**src/rtl/tape_audio_pkg.sv**
```systemverilog
// Shared types and helpers for the cassette-tape audio codec.
package tape_audio_pkg;

  localparam int TAPE_SAMPLE_W = 24;

  typedef logic signed [TAPE_SAMPLE_W-1:0] sample_t;

  typedef enum logic [1:0] {
    CHAN_L     = 2'd0,
    CHAN_R     = 2'd1,
    CHAN_AVG   = 2'd2,
    CHAN_L_ALT = 2'd3
  } chan_sel_e;

  typedef enum logic {
    CMP_LOW  = 1'b0,
    CMP_HIGH = 1'b1
  } cmp_state_e;

  // Signed add clamped to the range of a w-bit two's-complement value (w <= 31).
  function automatic logic signed [31:0] sat_add(input logic signed [31:0] a,
                                                 input logic signed [31:0] b,
                                                 input int w);
    logic signed [32:0] sum;
    logic signed [32:0] hi;
    logic signed [32:0] lo;
    sum = {a[31], a} + {b[31], b};
    hi  = (33'sd1 <<< (w - 1)) - 33'sd1;
    lo  = -(33'sd1 <<< (w - 1));
    if (sum > hi)      return hi[31:0];
    else if (sum < lo) return lo[31:0];
    else               return sum[31:0];
  endfunction

endpackage

```
**src/rtl/synchroniser.sv**
```systemverilog
// Multi-flop level synchroniser for slow asynchronous control inputs.
// Latency LVLS cycles; no flow control.
module synchroniser #(
  parameter int WIDTH = 1,
  parameter int LVLS  = 2
) (
  input  logic             clk,
  input  logic             rst_n,
  input  logic [WIDTH-1:0] d,
  output logic [WIDTH-1:0] q
);

  logic [WIDTH-1:0] stage [LVLS];

  always_ff @(posedge clk or negedge rst_n) begin
    if (!rst_n) begin
      stage <= '{default: '0};
    end else begin
      stage[0] <= d;
      for (int i = 1; i < LVLS; i++) stage[i] <= stage[i-1];
    end
  end

  assign q = stage[LVLS-1];

endmodule

```
**src/rtl/tape_hyst_cmp.sv**
```systemverilog
// Hysteresis comparator with debounce; level flips after DEBOUNCE consecutive qualifying samples.
// Latency 1 cycle from the deciding sample; consumes one sample per sample_vld, never stalls.
module tape_hyst_cmp
  import tape_audio_pkg::*;
#(
  parameter int SAMPLE_W = 24,
  parameter int THR_HI   = 419430,
  parameter int THR_LO   = 209715,
  parameter int DEBOUNCE = 2
) (
  input  logic                       clk,
  input  logic                       rst_n,
  input  logic                       sample_vld,
  input  logic signed [SAMPLE_W-1:0] sample,
  output logic                       level,
  output logic                       edge_pulse
);

  localparam int CW = $clog2(DEBOUNCE + 1);
  localparam logic [0:0] ST_LOW  = CMP_LOW;
  localparam logic [0:0] ST_HIGH = CMP_HIGH;
  localparam logic signed [SAMPLE_W-1:0] HI = SAMPLE_W'(THR_HI);
  localparam logic signed [SAMPLE_W-1:0] LO = SAMPLE_W'(THR_LO);

  logic [0:0]    state;
  logic [CW-1:0] cnt;
  logic [CW-1:0] cnt_inc;
  logic          qualify;

  always_comb begin
    qualify = (state == ST_LOW) ? (sample >= HI) : (sample < LO);
    cnt_inc = cnt + CW'(1);
  end

  // A non-qualifying sample (including one between thresholds) restarts the debounce run.
  always_ff @(posedge clk or negedge rst_n) begin
    if (!rst_n) begin
      state      <= ST_LOW;
      cnt        <= '0;
      edge_pulse <= 1'b0;
    end else begin
      edge_pulse <= 1'b0;
      if (sample_vld) begin
        if (!qualify) begin
          cnt <= '0;
        end else if (cnt_inc == CW'(DEBOUNCE)) begin
          state      <= ~state;
          cnt        <= '0;
          edge_pulse <= 1'b1;
        end else begin
          cnt <= cnt_inc;
        end
      end
    end
  end

  assign level = (state == ST_HIGH);

endmodule

```
**src/rtl/tape_audio_if.sv**
```systemverilog
// Cobra1 cassette codec: ADC stream -> debounced tape level/edge/carrier; CPU drive -> slew-limited DAC.
// Level 1 cycle after the deciding sample; ADC always ready, DAC output held while dac_ready is low. Option: TAPE_DC_TRACK_EN.
module tape_audio_if
  import tape_audio_pkg::*;
#(
  parameter int SAMPLE_W  = 24,
  parameter int THR_HI    = 419430,
  parameter int THR_LO    = 209715,
  parameter int DEBOUNCE  = 2,
  parameter int CD_WINDOW = 4096,
  parameter int OUT_AMP   = 4194304,
  parameter int SLEW_STEP = 1048576,
  parameter int SYNC_LVLS = 4,
  parameter int DC_SHIFT  = 10
) (
  input  logic                       clk,
  input  logic                       rst_n,
  input  logic signed [SAMPLE_W-1:0] adc_l_data,
  input  logic                       adc_l_valid,
  input  logic signed [SAMPLE_W-1:0] adc_r_data,
  input  logic                       adc_r_valid,
  output logic                       adc_ready,
  input  logic [1:0]                 chan_sel,
  output logic                       tape_in,
  output logic                       tape_edge,
  output logic                       carrier,
  input  logic                       tape_pos_async,
  input  logic                       tape_neg_async,
  output logic signed [SAMPLE_W-1:0] dac_data,
  output logic                       dac_valid,
  input  logic                       dac_ready
);

  localparam int CD_W = $clog2(CD_WINDOW + 1);
  localparam logic signed [SAMPLE_W:0] AMP_P  = (SAMPLE_W+1)'(OUT_AMP);
  localparam logic signed [SAMPLE_W:0] AMP_N  = (SAMPLE_W+1)'(-OUT_AMP);
  localparam logic signed [SAMPLE_W:0] STEP_P = (SAMPLE_W+1)'(SLEW_STEP);
  localparam logic signed [SAMPLE_W:0] STEP_N = (SAMPLE_W+1)'(-SLEW_STEP);

  logic                       run;
  logic signed [SAMPLE_W-1:0] l_reg, r_reg, l_cur, r_cur;
  logic signed [SAMPLE_W:0]   lr_sum, lr_avg;
  logic signed [SAMPLE_W-1:0] sample, cmp_sample;
  logic                       sample_evt;
  logic [CD_W-1:0]            cd_cnt, cd_inc;
  logic [1:0]                 drv_sync;
  logic signed [SAMPLE_W:0]   target_w, level_w, diff_w, next_w;

  always_ff @(posedge clk or negedge rst_n) begin
    if (!rst_n) run <= 1'b0;
    else        run <= 1'b1;
  end

  assign adc_ready = run;
  assign dac_valid = run;

  always_ff @(posedge clk or negedge rst_n) begin
    if (!rst_n) begin
      l_reg <= '0;
      r_reg <= '0;
    end else begin
      if (adc_l_valid && run) l_reg <= adc_l_data;
      if (adc_r_valid && run) r_reg <= adc_r_data;
    end
  end

  // Averaging pairs the arriving sample with the other channel's latest value.
  always_comb begin
    l_cur  = adc_l_valid ? adc_l_data : l_reg;
    r_cur  = adc_r_valid ? adc_r_data : r_reg;
    lr_sum = {l_cur[SAMPLE_W-1], l_cur} + {r_cur[SAMPLE_W-1], r_cur};
    lr_avg = lr_sum >>> 1;
    case (chan_sel_e'(chan_sel))
      CHAN_R: begin
        sample_evt = adc_r_valid && run;
        sample     = adc_r_data;
      end
      CHAN_AVG: begin
        sample_evt = adc_l_valid && run;
        sample     = lr_avg[SAMPLE_W-1:0];
      end
      default: begin
        sample_evt = adc_l_valid && run;
        sample     = adc_l_data;
      end
    endcase
  end

`ifdef TAPE_DC_TRACK_EN
  // dc_acc holds the DC estimate scaled by 2^DC_SHIFT so the fractional residue is kept.
  logic signed [SAMPLE_W+DC_SHIFT-1:0] dc_acc;
  logic signed [SAMPLE_W-1:0]          dc;
  logic signed [SAMPLE_W:0]            dc_err;
  logic signed [31:0]                  s_ext, dc_neg, cmp_ext;

  always_comb begin
    dc         = dc_acc[SAMPLE_W+DC_SHIFT-1:DC_SHIFT];
    dc_err     = {sample[SAMPLE_W-1], sample} - {dc[SAMPLE_W-1], dc};
    s_ext      = {{(32-SAMPLE_W){sample[SAMPLE_W-1]}}, sample};
    dc_neg     = -{{(32-SAMPLE_W){dc[SAMPLE_W-1]}}, dc};
    cmp_ext    = sat_add(s_ext, dc_neg, SAMPLE_W);
    cmp_sample = cmp_ext[SAMPLE_W-1:0];
  end

  always_ff @(posedge clk or negedge rst_n) begin
    if (!rst_n)          dc_acc <= '0;
    else if (sample_evt) dc_acc <= dc_acc + {{(DC_SHIFT-1){dc_err[SAMPLE_W]}}, dc_err};
  end
`else
  assign cmp_sample = sample;
`endif

  tape_hyst_cmp #(
    .SAMPLE_W (SAMPLE_W),
    .THR_HI   (THR_HI),
    .THR_LO   (THR_LO),
    .DEBOUNCE (DEBOUNCE)
  ) u_cmp (
    .clk        (clk),
    .rst_n      (rst_n),
    .sample_vld (sample_evt),
    .sample     (cmp_sample),
    .level      (tape_in),
    .edge_pulse (tape_edge)
  );

  assign cd_inc = cd_cnt + CD_W'(1);

  // An edge takes priority over a window expiry landing in the same cycle.
  always_ff @(posedge clk or negedge rst_n) begin
    if (!rst_n) begin
      cd_cnt  <= '0;
      carrier <= 1'b0;
    end else if (tape_edge) begin
      cd_cnt  <= '0;
      carrier <= 1'b1;
    end else if (sample_evt && (cd_cnt != CD_W'(CD_WINDOW))) begin
      cd_cnt <= cd_inc;
      if (cd_inc == CD_W'(CD_WINDOW)) carrier <= 1'b0;
    end
  end

  synchroniser #(
    .WIDTH (2),
    .LVLS  (SYNC_LVLS)
  ) u_drv_sync (
    .clk   (clk),
    .rst_n (rst_n),
    .d     ({tape_pos_async, tape_neg_async}),
    .q     (drv_sync)
  );

  always_comb begin
    if (drv_sync[1])      target_w = AMP_P;
    else if (drv_sync[0]) target_w = AMP_N;
    else                  target_w = '0;
    level_w = {dac_data[SAMPLE_W-1], dac_data};
    diff_w  = target_w - level_w;
    if (diff_w > STEP_P)      next_w = level_w + STEP_P;
    else if (diff_w < STEP_N) next_w = level_w + STEP_N;
    else                      next_w = target_w;
  end

  always_ff @(posedge clk or negedge rst_n) begin
    if (!rst_n)                      dac_data <= '0;
    else if (dac_valid && dac_ready) dac_data <= next_w[SAMPLE_W-1:0];
  end

endmodule

```
**config.mk**
```make
export PLATFORM = sky130hd
export DESIGN_NAME = tape_audio_if
export DESIGN_NICKNAME = d
export VERILOG_FILES = /design/src/rtl/tape_audio_pkg.sv /design/src/rtl/synchroniser.sv /design/src/rtl/tape_hyst_cmp.sv /design/src/rtl/tape_audio_if.sv
export SDC_FILE = /design/constraint.sdc
export NUM_CORES = 1
export LEC_CHECK = 0
export CAP_MARGIN = 20
export CELL_PAD_IN_SITES_DETAIL_PLACEMENT = 1
export CELL_PAD_IN_SITES_GLOBAL_PLACEMENT = 2
export CORE_ASPECT_RATIO = 0.7
export CORE_UTILIZATION = 31
export DETAILED_ROUTE_END_ITERATION = 7
export PLACE_DENSITY_LB_ADDON = 0.1
export SETUP_SLACK_MARGIN = 0.2
export SLEW_MARGIN = 20
export SYNTH_ARGS = -nofsm -noshare
export SYNTH_HDL_FRONTEND = slang
export SYNTH_SLANG_ARGS = --single-unit
```
**constraint.sdc**
```tcl
create_clock -name clk -period 3.6 [get_ports clk]
set_input_delay 0.36 -clock clk [delete_from_list [all_inputs] [get_ports clk]]
set_output_delay 0.36 -clock clk [all_outputs]
set_load 0.05 [all_outputs]
```
==> results of run 1 <==
## path summary, 6_finish.rpt
check                                   to  slack [ps]
setup / recovery              u_cmp.cnt[1]        -150
hold / removal                   cd_cnt[7]           5
setup reg to reg              u_cmp.cnt[1]        -140
hold reg to reg            u_drv_sync.q[1]         350
max in group asynchronous         l_reg[4]        2990
min in group clk           u_drv_sync.q[1]         350
## report_power, final
group	internal [mW]	leakage, nW	total (mW)	switching [mW]
sequential	1.04	0.953	1.19	0.153
clock	0.545	0.150	0.977	0.432
combinational	1.17	2.90	2.52	1.35
## cells in the final DEF, fill, tap and decap left out, types with 6 or more instances in the layout
cell	instances
o21a_1	12
a21oi_1	27
xnor2_1	11
buf_4	155
a31oi_1	7
mux2_4	8
nand2b_1	7
nor3_1	12
dfrtp_1	79
nand4_1	14
clkdlybuf4s50_1	55
mux2_2	84
ha_1	15
o21ai_1	10
dlygate4sd2_1	6
nand2_1	57
inv_1	20
nand3_1	14
a21oi_2	15
ha_4	16
clkbuf_16	9
conb_1	21
o21ai_0	22
nor2_1	44
mux2i_1	6
and3_1	12
xor2_1	15
## cell families (layout without fill, tap and decap cells)
| logic type | Yosys count | in the layout | synth area share |
|---|---|---|---|
| adder cells (fa/ha/maj) | 33 | 33 | 0.0664 |
| AND/OR/NAND/NOR | 210 | 210 | 0.167 |
| flip-flops | 79 | 79 | 0.312 |
| XOR/XNOR | 26 | 26 | 0.0359 |
| buffers and inverters | 76 | 266 | 0.0586 |
| multiplexers | 101 | 101 | 0.178 |
| other | 2 | 21 | 0.00119 |
| AO/OA/AOI/OAI | 172 | 172 | 0.181 |
## metrics by stage
| stage | power [mW] | setup TNS, ps |
|---|---|---|
| after global placement | 3.29 | -4100 |
| final | 4.68 | -398 |
| after floorplan | 2.51 | 0 |
| after global routing | 4.96 | -792 |
| after detailed placement | 3.37 | -4590 |
| after CTS | 4.58 | -76.2 |
## metal layers
metal	vias to the layer above	global-route usage	routed length, um	part of all wire
met5	-	0	0	0
met4	0	0.0465	244	0.010
met3	23	0.0403	820	0.035
met2	90	0.373	10800	0.46
met1	3145	0.311	11700	0.50
li1	2942	-	-	-
## critical path: stages
cell	delay (ps)
buf_2	110
buf_12	150
buf_12	150
mux2_4	310
ha_4	310
nand2_4	80
or4_4	460
a211oi_4	350
nor2_2	70
a221o_1	350
a2111oi_4	340
nor2_1	100
a211oi_2	200
buf_4	170
a21oi_4	70
nor3b_2	160
o31a_1	250
## repair_timing
item / CTS / global route
setup buffers: 5 / 6
cloned: 2 / 0
endpoints found under the setup margin: 4 / 4
resized for setup: 107 / 27
pin swaps: 35 / 25
## final cells by class
type / instances / share of cell area
Clock buffer: 9 / 0.0239
Timing Repair Buffer: 229 / 0.210
Multi-Input combinational cell: 563 / 0.504
Inverter: 21 / 0.00835
Clock inverter: 7 / 0.00835
Tap cell: 270 / 0.0358
Sequential cell: 79 / 0.210
==> summary.md, run 1 <==
| Metric | Value |
|---|---|
| Max Root-Sink Buffers | 2 |
| DR pass1 iterations | 4 |
| Leading area contributor after synthesis | dfrtp_1 |
| Final hold vios | 0 |
| Worst-skew pair later-pin latency | around 370 ps |
| WS Path Type | input port to flop |
| Syn Inst Count | between 600 and 700 |
| Starting density of the core | 0.318 |
| Port buffer count | 65 |
| Placer Congestion | 0.882 |
| CP required | between 3000 and 4000 ps |
| Die ar. | approximately 21000 um2 |
| Critical path startpoint category | input port |
| Peak VDD IR | 0.219 mV |
| Ant. Diodes | 0 |
| Crit path DAT | 4000 ps |
| Worst Max-Slew Pin Slew | between 700 and 800 ps |
| Core ar. | 19900 um2 |
| HP Class | input port to async pin |
| PwrDens | 496 nW/um2 |
| WL/cell | 20.0 um |
| GRT Residual Overflow | 0 |
| Fraction of registers with async set/reset | 1.00 |
| Finished Layout Cells | 1178 |
| Reg2Reg Depth | 14 |
| Slew Limit Headroom | 0.473 |
| Syn Area/Cell | 9.06 um2 |
| Setup crit end kind | flop |
| Clock slew at reported path FFs | ~70 ps |
| Count of pins over their slew limit | 0 |
| Final WS setup | -153 ps |
| RSZ-0062 raised after global routing | true |
| Pin count of the biggest net entering global routing | 80 |
| CP startpoint | adc_l_valid |
| Std cell rows | 43 |
| GRT Overall Usage | 0.226 |
| Post-synth EDFFs | 0 |
| Max cap viols | 0 |
| Antenna-violating nets left | 0 |
| Fin crit share | 1.04 |
| Inserted Clock Buffers | 9 |
| H-tree levels | 3 |
| Top post-synthesis cells by count | mux2_2, dfrtp_1, nand2_1, nor2_1, a21oi_1 |
| Top cell type's share of synthesized area | 0.312 |
| Vias in the first global route | 6527 |
| Clk_skew | 5.43 ps |
| Final min period | about 3800 ps |
| Failing checks | negative setup slack |
| Distinct cells, synth | around 70 |
| Worst hold slack | 5.08 ps |
| Synth warn | 0 |
| Root buf cell | clkbuf_16 |
| Clk sink count | 79 |
| Max FO, Critical Path | 7 |
| Synth top area cells | dfrtp_1, mux2_2, ha_1 |
| Top_reg_cell synth | dfrtp_1 |
| Lkg Pwr | 4.00 nW |
| Die Y | between 100 and 150 um |
| Detailed-route via count | slightly above 6000 |
| Peak Freq | 266 MHz |
| First-pass GRT wire length | around 37 mm |
| DRC | 0 |
| Fin area | ~9400 um2 |
| Horiz. Die Dim | ~170 um |
| Initial antenna violation count | 0 |
| Status | finished, violations left |
| Vias/cell | approximately 5.3 |
| Share of cells above drive strength 1 | 0.407 |
| FF+latch count, synth | between 70 and 80 |
| CTS tree | done |
| I/O pin cnt | 86 |
| Register area | roughly 2000 um2 |
| Count leader, synth | mux2_2 |
| Area grow syn2layout | 48.9% |
| Layout Nets | about 990 |
| Fillers | about 2200 |
| Final Util | 0.474 |
| Sequential share of the synthesized area | 0.312 |
| Synth Cell Area | approximately 6300 um2 |
| Placed insts | around 1100 |
| Hold Buf Count CTS | 0 |
| Reg2Reg Launch Point | r_reg[2] |
| Pre-CTS WS | -1200 ps |
| Post-place instance area | around 8400 um2 |
| DRT iter0 DRCs | 283 |
| Post-Route WL | 23.6 mm |
| Footprint of the multi-input gates | roughly 4800 um2 |
| Final HPWL DP | between 15 and 20 mm |
| Finish-stage setup viols | 4 |
Power figures use the tool's default switching activity.
==> run 2, diff against run 1 <==
- CTS_BUF_LIST: unset -> sky130_fd_sc_hd__clkbuf_16
==> results of run 2 <==
Same layout as run 1: the final DEF is identical, and so are final timing and power.
==> run 3, diff against run 2 <==
- CORE_ASPECT_RATIO: 0.7 -> unset
- SLEW_MARGIN: 20 -> 25
==> run 3 against run 2 <==
The flow still finishes with violations (negative setup slack). Total power down 0.41%. Clock skew up 14 ps. Global-route usage down 0.24 points. Non-clock buffer count up 24. Via count up 0.18%. Combinational power down 2%. Critical endpoint unchanged.
==> summary.md, run 3 (same netlist as run 1, synthesis figures left out) <==
| Metric | Value |
|---|---|
| Clk sink count | 79 |
| Die Y | about 140 um |
| Placed insts | 1156 |
| Vias in the first global route | between 6000 and 7000 |
| DR pass1 iterations | 4 |
| Delay-heaviest family, CP | compound AO/OA/AOI/OAI gates |
| Failing checks | negative setup slack |
| Footprint of the multi-input gates | 4600 um2 |
| Worst hold slack | 344 ps |
| Core ar. | slightly below 20000 um2 |
| Final HPWL DP | 17.6 mm |
| GRT Overall Usage | 0.224 |
| Antenna-violating nets left | 0 |
| Final WS setup | -164 ps |
| Setup crit end kind | flop |
| Sum of negative setup slack | -327 ps |
| Peak per-stage delay on the critical path | about 320 ps |
| HP Class | input port to flop |
| Inserted Clock Buffers | 9 |
| Worst Max-Slew Pin Slew | roughly 860 ps |
| Slowest cell on crit path | mux2_2 |
| Horiz. Die Dim | 145 um |
| WS Path Type | input port to flop |
| Overall power | 4.67 mW |
| Flop2flop setup slack | -150 ps |
| Finished Layout Cells | 1197 |
| Area grow syn2layout | 49.2% |
| Vias/cell | slightly above 5 |
| CTS tree | done |
| Post-Route WL | ~23 mm |
| Peak VDD IR | about 0.23 mV |
| Max Root-Sink Buffers | 2 |
| Starting density of the core | 0.321 |
| Final min period | about 3800 ps |
| Std cell rows | 51 |
| Die ar. | ~21000 um2 |
| Commonest non-fill, non-tap cells in the layout | buf_4, mux2_2, dfrtp_1 |
| Fin area | roughly 9500 um2 |
| Worst-skew pair later-pin latency | ~360 ps |
| Clk_skew | between 15 and 20 ps |
| Initial antenna violation count | 0 |
| I/O pin cnt | 86 |
| Finish-stage setup viols | 4 |
| Share of cells above drive strength 1 | 0.409 |
| RSZ-0062 raised after global routing | true |
| Port buffer count | 65 |
| Pre-CTS WS | -1140 ps |
| Crit path cell chain | buf_4 -> buf_6 -> buf_12 -> buf_12 -> buf_4 -> mux2_2 -> ha_1 -> and3_2 -> nand2_1 -> nor2_2 -> o211a_1 -> o211ai_1 -> buf_4 -> a2111oi_4 -> nor2_1 -> a211oi_2 -> buf_4 -> a21oi_4 -> nor3b_2 -> o31a_1 |
| Post-place instance area | 8510 um2 |
| Pin count of the biggest net entering global routing | 49 |
| Final hold vios | 0 |
| First-pass GRT wire length | 37.2 mm |
| Register area | 1980 um2 |
| Max FO, Critical Path | 8 |
| Lkg Pwr | 4.10 nW |
| WL/cell | around 19 um |
| Layout Nets | just over 1000 |
| Placer Congestion | 0.923 |
| Fillers | 2210 |
| Crit path DAT | 4020 ps |
| PwrDens | roughly 490 nW/um2 |
| GRT Residual Overflow | 0 |
| CP required | around 3900 ps |
| Count of pins over their slew limit | 0 |
| Clock slew at reported path FFs | roughly 80 ps |
| Final Util | 0.480 |
| Status | finished, violations left |
| Crit path buffers/inverters | 7 |
| Fin crit share | 1.05 |
| Root buf cell | clkbuf_16 |
| Peak Freq | 266 MHz |
| H-tree levels | 3 |
| Ant. Diodes | 0 |
| Cell with the most instances on the worst path | buf_4 |
| Slew Limit Headroom | 0.419 |
| DRC | 0 |
| Detailed-route via count | ~6200 |
| Max cap viols | 0 |
| Most common cell after layout, fill and taps aside | buf_4 |
| Critical path startpoint category | input port |
| DRT iter0 DRCs | between 150 and 200 |
==> run 3: cell count changes in the layout (fill, tap and decap cells not counted), moves of 3 or more <==
| cell | before | now |
|---|---|---|
| ha_1 | 15 | 19 |
| o31ai_2 | 0 | 4 |
| nor2_2 | 2 | 5 |
| a21oi_2 | 15 | 10 |
| buf_6 | 4 | 7 |
| buf_4 | 155 | 177 |
| a21oi_1 | 27 | 32 |
| ha_4 | 16 | 11 |
| clkinv_4 | 3 | 0 |
==> run 3: timing repair <==
action                                  in CTS  in global routing
hold buffers                                 1                  0
resized for setup                           86                 34
pin swaps                                   29                 24
endpoints found under the setup margin       4                  4
buffers inserted                            15                  9
hold endpoints to repair                    31                  0
==> run 3: cell type report <==
class	count	share of cell area
repair buffers	253	0.228
flip-flops and latches	79	0.209
multi-input cells	563	0.486
well taps	265	0.0351
clock inverters	7	0.00913
clock buffers	9	0.0238
inverters	21	0.00834
==> run 3: worst paths after layout <==
check                                          from                  end  cells past startpoint
worst min-delay path                  adc_r_data[3]             r_reg[3]                      2
max in group asynchronous                     rst_n             r_reg[2]                      3
worst max register to register             r_reg[0]         u_cmp.cnt[1]                     18
worst max-delay path                    adc_l_valid         u_cmp.cnt[1]                     20
min in group asynchronous                     rst_n         dac_data[20]                      2
worst min register to register  u_drv_sync.stage[4]  u_drv_sync.stage[2]                      0
==> run 3: layer usage <==
| layer | up-vias | track usage | share of wire | wire, um |
|---|---|---|---|---|
| li1 | 2987 | - | - | - |
| met1 | 3110 | 0.275 | 0.44 | 10100 |
| met2 | 94 | 0.410 | 0.52 | 12100 |
| met3 | 20 | 0.0289 | 0.026 | 601 |
| met4 | 0 | 0.0516 | 0.011 | 260 |
| met5 | - | 0 | 0 | 0 |
==> run 3: power by group <==
part | leakage (nW) | switching (mW) | internal, mW
logic | 2.99 | 1.29 | 1.17
registers | 0.953 | 0.157 | 1.04
clock network | 0.151 | 0.460 | 0.556
total | 4.10 | 1.91 | 2.76
==> RTL change, RTL diff (settings of run 2) <==
The option `TAPE_DC_TRACK_EN` is turned on by a define.
--- a/src/rtl/tape_audio_if.sv
+++ b/src/rtl/tape_audio_if.sv
@@ -1,5 +1,7 @@
 // Cobra1 cassette codec: ADC stream -> debounced tape level/edge/carrier; CPU drive -> slew-limited DAC.
 // Level 1 cycle after the deciding sample; ADC always ready, DAC output held while dac_ready is low. Option: TAPE_DC_TRACK_EN.
+`define TAPE_DC_TRACK_EN
+
 module tape_audio_if
   import tape_audio_pkg::*;
 #(
Function: changed (Yosys sat finds a counterexample within 4 cycles, from zero or initial values and one cycle with rst_n low).
==> RTL change against run 2 <==
The run ends with negative hold slack, negative setup slack left. Synthesized cell count increased by 110%. Combinational power grew to 8.1 times the old value. Sequential cell count is 34 higher. Routed wire length rose by 100%. Clock power increased by 74%. Area after synthesis grew 89%. Maximum frequency is 48% lower. Setup slack worse by 3.4 ns. Register-to-register slack worse by 3.4 ns. Critical endpoint is now dc_acc[33]. Cell count up 110%. Cell area rose by 100%. Power rose to 5.1 times the old value. First-iteration DRC count grew 86%.
==> RTL change: results (changes against run 2) <==
STA
  • Final Skew: 0.01287 ns (+0.007444 ns)
  • Final Worst Setup Slack: -3.563 ns (-3.410 ns)
  • Setup violations, final: 35 (+31)
  • Total negative slack: -80.04 ns (-79.64 ns)
  • Final hold viol count: 10 (+10)
  • Final hold slack: -0.02029 ns (-0.02537 ns)

Final layout
  • Layout Nets: 2,206 (+120%)
  • Clock network area share: 2.909% (-0.31 points)
  • Number of fill cells: 4,346 (+94%)
  • Number of multi-input combinational cells: 1,214 (+120%)
  • Multi-input logic area: 10,160 µm² (+110%)
  • Non-clock buffer count: 601 (+160%)
  • Register share of the cell area: 14.64% (-6.3 points)
  • Fraction of layout instances using a drive strength above 1: 44.55% (+3.8 points)
  • Final non-clock buffer share: 25.23% (+4.2 points)

Setup path
  • Worst Reg2Reg Path Length in Cells: 36 (+22)
  • Maximum fanout count along the critical path: 4 (-3)
  • Critical path launch point: l_reg[0]
  • End point of the critical path: dc_acc[33]
  • Critical Path AT: 7.49 ns (+3.49 ns)

Power
  • Peak supply drop: 1.034 mV (+370%)
  • Leakage power figure: 8.921 nW (+120%)

Yosys
  • Post-synth design cell area: 11,990 µm² (+89%)
  • Share of synthesized area occupied by flip-flops and latches: 23.59% (-7.6 points)
  • Library cells used by synthesis: 81 (+19%)
  • Top cells by instance count after synthesis: sky130_fd_sc_hd__nand2_1 (132), sky130_fd_sc_hd__nor2_1 (125), sky130_fd_sc_hd__ha_1 (122), sky130_fd_sc_hd__dfrtp_1 (113), sky130_fd_sc_hd__a21oi_1 (107)
  • Most area-consuming cells after synthesis: sky130_fd_sc_hd__dfrtp_1 (24%), sky130_fd_sc_hd__ha_1 (13%), sky130_fd_sc_hd__mux2_2 (7.9%)

Run status
  • Violated checks: negative hold slack, negative setup slack
  • Outcome: complete, but fails checks

Placement
  • Post-detail-place hpwl: 35.66 mm (+110%)
  • Placed standard-cell area: 16,750 µm² (+99%)
  • Setup Slack @ Placement: -4.594 ns (-3.390 ns)

Clocking
  • Sink count of the clock tree: 113 (+43%)
  • Clock network latency to the later pin of the worst-skew pair: 0.44 ns (+0.07 ns)
  • Number of gates resized after cts: 152 (+42%)

Detailed routing
  • Drt initial violations: 527 (+86%)
  • Avg WL per Cell: 19.09 µm (-4.6%)
  • Total length of routed wires: 48.18 mm (+100%)

Global routing
  • Met1 track demand over resource in global routing: 33.14% (+2.1 points)
  • Number of global-route vias before repair: 14,010 (+110%)
  • Met2 Resource Use GR: 40.15% (+2.8 points)
-- RTL change: cells by family (layout without fill, tap and decap cells) --
logic type	Yosys count	after routing	synth area share (%)
multiplexers	91	91	8.560
buffers and inverters	138	709	5.031
XOR/XNOR	123	123	9.050
flip-flops	113	113	23.59
AO/OA/AOI/OAI	415	415	22.98
other	2	21	0.06265
AND/OR/NAND/NOR	438	438	17.33
adder cells (fa/ha/maj)	126	126	13.40
-- RTL change: routing by layer --
| metal | wire length, µm | vias up | share of wire [%] |
|---|---|---|---|
| li1 | - | 6365 | - |
| met1 | 23390 | 6434 | 49 |
| met2 | 22880 | 174 | 47 |
| met3 | 1337 | 41 | 2.8 |
| met4 | 573 | 0 | 1.2 |
| met5 | 0 | - | 0 |
-- RTL change: worst reg2reg max path: cells and delay by family, from the launching register on --
kind	cells	cell delay, ns
XOR/XNOR	4	0.73
flip-flops	1	0.40
adder cells (fa/ha/maj)	3	0.87
AO/OA/AOI/OAI	18	3.37
multiplexers	1	0.29
buffers and inverters	2	0.30
AND/OR/NAND/NOR	8	1.11
-- RTL change: worst min-delay path by stage --
stage	from	endpoint	slack (ns)	depth (start not counted)
5_1_grt	rst_n	dac_data[23]	0.04	1
2_1_floorplan	rst_n	adc_ready	0.06	0
3_3_place_gp	u_drv_sync.stage[5]	u_drv_sync.stage[3]	0.33	0
6_report	rst_n	dac_data[23]	-0.02	1
4_1_cts	rst_n	dac_data[23]	0.003	1
3_5_place_dp	u_drv_sync.stage[7]	u_drv_sync.stage[5]	0.34	0
-- RTL change: power by group --
part           switching [mW]  total (mW)  internal (mW)  leakage (nW)
logic                    9.67        20.3           10.6          7.29
registers               0.345        1.97           1.63          1.35
clock network           0.742        1.70          0.955         0.273
